**src/rtl/fetch_queue.sv**
```systemverilog
// rtl/fetch_queue.sv - instruction fetch stage owning the PC, feeding decode through a DEPTH-entry queue
// Optional jump predecode is enabled by defining FETCHQ_JUMP_PREDECODE_EN.
module fetch_queue #(
    parameter int          DEPTH    = 4,
    parameter logic [31:0] RESET_PC = 32'h0000_0000
) (
    input  logic                     clk,
    input  logic                     reset,
    output logic [31:0]              imem_addr,
    input  logic [31:0]              imem_rd,
    input  logic                     imem_ready,
    input  logic                     redirect,
    input  logic [31:0]              redirect_pc,
    output logic [31:0]              instr_d,
    output logic [31:0]              pcplus4_d,
    output logic                     predjump_d,
    output logic                     valid_d,
    input  logic                     ready_d,
    output logic [$clog2(DEPTH):0]   count,
    output logic                     full
);
    localparam int PW = $clog2(DEPTH);
    localparam int CW = PW + 1;

    logic [31:0]   instr_q [DEPTH];
    logic [31:0]   pc4_q   [DEPTH];
    logic [31:0]   pc_q, pc_d, pc_plus4, next_pc;
    logic [PW-1:0] rptr_q, rptr_d, wptr_q, wptr_d;
    logic [CW-1:0] count_q, count_d;
    logic          enq, deq, pj;

    assign pc_plus4  = pc_q + 32'd4;
    assign imem_addr = pc_q;
    assign count     = count_q;
    assign full      = (count_q == CW'(DEPTH));
    assign valid_d   = (count_q != '0);
    assign instr_d   = instr_q[rptr_q];
    assign pcplus4_d = pc4_q[rptr_q];

    assign deq = valid_d & ready_d;
    assign enq = imem_ready & ~redirect & (~full | deq);

`ifdef FETCHQ_JUMP_PREDECODE_EN
    logic pj_q [DEPTH];

    // j (000010) and jal (000011) differ only in bit 26.
    assign pj         = (imem_rd[31:27] == 5'b00001);
    assign next_pc    = pj ? {pc_plus4[31:28], imem_rd[25:0], 2'b00} : pc_plus4;
    assign predjump_d = pj_q[rptr_q];

    always_ff @(posedge clk) begin
        if (reset) begin
            for (int i = 0; i < DEPTH; i++) begin
                pj_q[i] <= 1'b0;
            end
        end else if (enq) begin
            pj_q[wptr_q] <= pj;
        end
    end
`else
    assign pj         = 1'b0;
    assign next_pc    = pc_plus4;
    assign predjump_d = pj;
`endif

    always_comb begin
        pc_d    = pc_q;
        rptr_d  = rptr_q;
        wptr_d  = wptr_q;
        count_d = count_q;
        if (redirect) begin
            // A same-cycle dequeue is simply lost in the flush.
            pc_d    = redirect_pc;
            rptr_d  = '0;
            wptr_d  = '0;
            count_d = '0;
        end else begin
            if (enq) begin
                pc_d   = next_pc;
                wptr_d = wptr_q + PW'(1);
            end
            if (deq) begin
                rptr_d = rptr_q + PW'(1);
            end
            count_d = count_q + CW'(enq) - CW'(deq);
        end
    end

    always_ff @(posedge clk) begin
        if (reset) begin
            pc_q    <= RESET_PC;
            rptr_q  <= '0;
            wptr_q  <= '0;
            count_q <= '0;
            for (int i = 0; i < DEPTH; i++) begin
                instr_q[i] <= '0;
                pc4_q[i]   <= '0;
            end
        end else begin
            pc_q    <= pc_d;
            rptr_q  <= rptr_d;
            wptr_q  <= wptr_d;
            count_q <= count_d;
            if (enq) begin
                instr_q[wptr_q] <= imem_rd;
                pc4_q[wptr_q]   <= pc_plus4;
            end
        end
    end
endmodule

```
**config.mk**
```make
export PLATFORM = sky130hd
export DESIGN_NAME = fetch_queue
export DESIGN_NICKNAME = d
export VERILOG_FILES = /design/src/rtl/fetch_queue.sv
export SDC_FILE = /design/constraint.sdc
export NUM_CORES = 1
export LEC_CHECK = 0
export CORE_MARGIN = 8
export CORE_UTILIZATION = 50
export CTS_CLUSTER_SIZE = 25
export DETAILED_ROUTE_END_ITERATION = 6
export GPL_ROUTABILITY_DRIVEN = 0
export PLACE_DENSITY = 0.82
export SLEW_MARGIN = 25
export SYNTH_ARGS = -nofsm -noshare
export SYNTH_HDL_FRONTEND = slang
export SYNTH_SLANG_ARGS = --single-unit
```
**constraint.sdc**
```tcl
create_clock -name clk -period 4.7 [get_ports clk]
set_input_delay 0.94 -clock clk [delete_from_list [all_inputs] [get_ports clk]]
set_output_delay 0.94 -clock clk [all_outputs]
set_load 0.02 [all_outputs]
```
==> results.ini <==
[power]
power_leakage_nw=5.684
power_density_mw_per_mm2=368.3
switching_share_pct=22.35
p_int_w=0.004688
clkPwrFrac_pct=40.2
fin_total_pwr_w=0.006038
vdd_drop_max_uv=306.4
seqPwrFrac_pct=50.5
p_comb_share_pct=9.3
switchingPower_w=0.001349

[detailed_routing]
vias=8591
ant_nets=0
drt_iter0_markers=815
wl_um=32520
vias_per_cell=5.892
route.detailed.drc=0
wl_per_cell_um=22.30
firstDrtPassIters=6

[critical_path]
worstPathRequired_ns=3.76
r2r_slack_ns=1.82
worst-r2r-cell-count=4
criticalPathCategory=reg2out
cp-end-kind=output pin
crit_arrival_ns=2.79
start_kind=flop
slowest_stage=dfxtp_4
worst_path_largest_cell_delay_ns=0.70
r2r_end=pc4_q[1][24]
path_max_fanout=25
timing.rr.start=count[1]
crit_chain=buf_4, mux4_2, clkdlybuf4s50_1

[floorplanning]
fp.dieArea_mm2=0.03235
std_cell_rows=60
core_area_mm2=0.02665
die_height_um=179.9
ios=171
die_w_um=179.9
start_util_pct=50.38

[clocking]
cts_tree=done
cts_made_buffers=30
clkSlewWorstSetupHoldPaths_ns=0.06
cts_max_level=1
post_cts_resized=0
cts_root_buf=clkbuf_16
cts_hold_buf=0
clk_latency_ns=0.54
cts_setup_buffers=0
clock_path_buffers=3
cts_sinks=297

[layout]
syn2layout_area_growth_pct=22.11
layout_commonest_cell=edfxtp_1
drive_gt1_share_pct=14.68
fillCellCount=1934
fin_area_mm2=0.01640
final_cell_mix=edfxtp_1, clkdlybuf4s50_1, nor2_1, and2_1, mux4_2
diodes=0
nNetsFinal=1165
post-route-util_pct=61.52

[synth]
async_flop_share_pct=0
post_synth.cell_area_avg_um2=14.19
synth_top_family_by_area=simple AND/OR/NAND/NOR gates
synthAdderAreaFrac_pct=0.3355
synth_xor_area_share_pct=2.087
syn-cell-area_mm2=0.01343
synthSimpleGateAreaFrac_pct=16.39
synth-compound-area-share_pct=3.709
yosysSeqAreaShare_pct=63.37
synth_cells=946
synthMuxAreaShare_pct=10.88
synth_flop_cell=edfxtp_1
ys_types=65
yosys_warnings=0
synth_nets=1018
yosys_register_bits=297
synth_edf_count=256

[timing]
skew_ns=0.007795
period_share_pct=79.31
fmax_mhz=268.3
finalSetupViolCount=0
hold_violations=0
period_minus_slack_ns=3.728
tightest_slew_ns=0.8932
rsz0062_at_grt=false
maxSlewViolCount=0
setup_tns_ns=0
setup_slack_ns=0.9723
slew_headroom_pct=40.29

[worst_hold_path]
hp-class=reg2reg
hp-start=rptr_q[1]
worst_hold_path.num_cells=2

[grt]
grt.total_usage_pct=19.67
grt_antenna_before_repair=0
grt_pass1_vias=8873
grt_max_degree=55
grt-ovfl-total=0
grt_pass1_wl_um=50550

[place]
dpl_worst_slack_ns=0.8454
dpl_cell_area_mm2=0.01537
dp_hpwl_um=20480
port_buffers=169

[run_status]
status=completed

[flow_run]
maxCapViolations=0

## cell usage after synthesis, drive strengths merged, types with 2 or more instances
cell type,n,share of area [%]
a21o,2,0.11
a21oi,12,0.48
a221oi,6,0.39
a222oi,2,0.15
a22oi,12,0.67
a2bb2oi,2,0.13
a31oi,3,0.14
and2,111,5.2
and2b,3,0.18
and3,37,1.7
and4,6,0.41
buf,36,1.7
clkbuf,37,1.3
dfxtp,41,6.1
edfxtp,256,57
ha,2,0.19
inv,8,0.22
mux2i,2,0.15
mux4,64,11
nand2,24,0.73
nand2b,3,0.14
nand3,14,0.52
nand3b,6,0.34
nand4,12,0.83
nor2,141,4.1
nor2b,7,0.33
nor3,11,0.61
nor3b,3,0.17
nor4,11,0.70
o21ai,5,0.19
o21bai,3,0.17
o221ai,4,0.31
o22ai,10,0.51
or2,2,0.093
or3,5,0.23
xnor2,26,1.7
xor2,6,0.39
## worst max-delay path, delay by kind of cell, from the launching register on
kind / cells / cell delay (ns)
buf+inv: 2 / 0.99
mux: 1 / 0.55
flops: 1 / 0.70
## logic make-up after synthesis
family	Yosys count
buffers and inverters	81
flip-flops	297
AND/OR/NAND/NOR	398
AO/OA/AOI/OAI	68
XOR/XNOR	32
multiplexers	66
adder cells (fa/ha/maj)	3
other	1
## per-layer routing
metal  wire length [µm]  global-route usage [%]
met5                  0                       0
met4                704                   5.702
met3               2604                   3.710
met2              16330                   33.65
met1              12880                   25.24
## per-stage QoR
step           hold WS (ns)  instances
6_report             0.5387       1458
5_1_grt              0.5627       1458
4_1_cts              0.5355       1458
3_5_place_dp         0.5148       1402
3_3_place_gp         0.5068       1401
2_1_floorplan        0.4847        946
## layout make-up
| cell class | instances | area, µm² | area share [%] |
|---|---|---|---|
| inverters | 8 | 30.03 | 0.1832 |
| clock inverters | 14 | 153.9 | 0.9386 |
| clock buffers | 42 | 867.1 | 5.288 |
| repair buffers | 188 | 1874 | 11.43 |
| well taps | 341 | 426.7 | 2.602 |
| flip-flops and latches | 297 | 8513 | 51.92 |
| multi-input cells | 568 | 4531 | 27.63 |
## power groups by stage
stage	registers, W	logic [W]	clock network (W)
after floorplan	0.00310	0.000286	0
after global placement	0.00310	0.000553	0
after detailed placement	0.00311	0.000559	0
after CTS	0.00305	0.000562	0.00245
after global routing	0.00306	0.000592	0.00255
final	0.00305	0.000559	0.00243
## registers in the layout, indices dropped and copies added (netlist names), named ones only
signal     count
count          3
imem_addr     32
instr_q      128
pc4_q        128
rptr_q         2
wptr_q         2
## how the worst max path moves through the flow
| stage | cells after the start | start | end |
|---|---|---|---|
| after floorplan | 6 | ready_d | instr_q[1][0] |
| after global placement | 5 | ready_d | instr_q[3][18] |
| after detailed placement | 5 | imem_ready | pc4_q[1][20] |
| after CTS | 3 | flop | pcplus4_d[28] |
| after global routing | 3 | flop | pcplus4_d[0] |
| final | 3 | flop | pcplus4_d[28] |
Power figures use the tool's default switching activity.
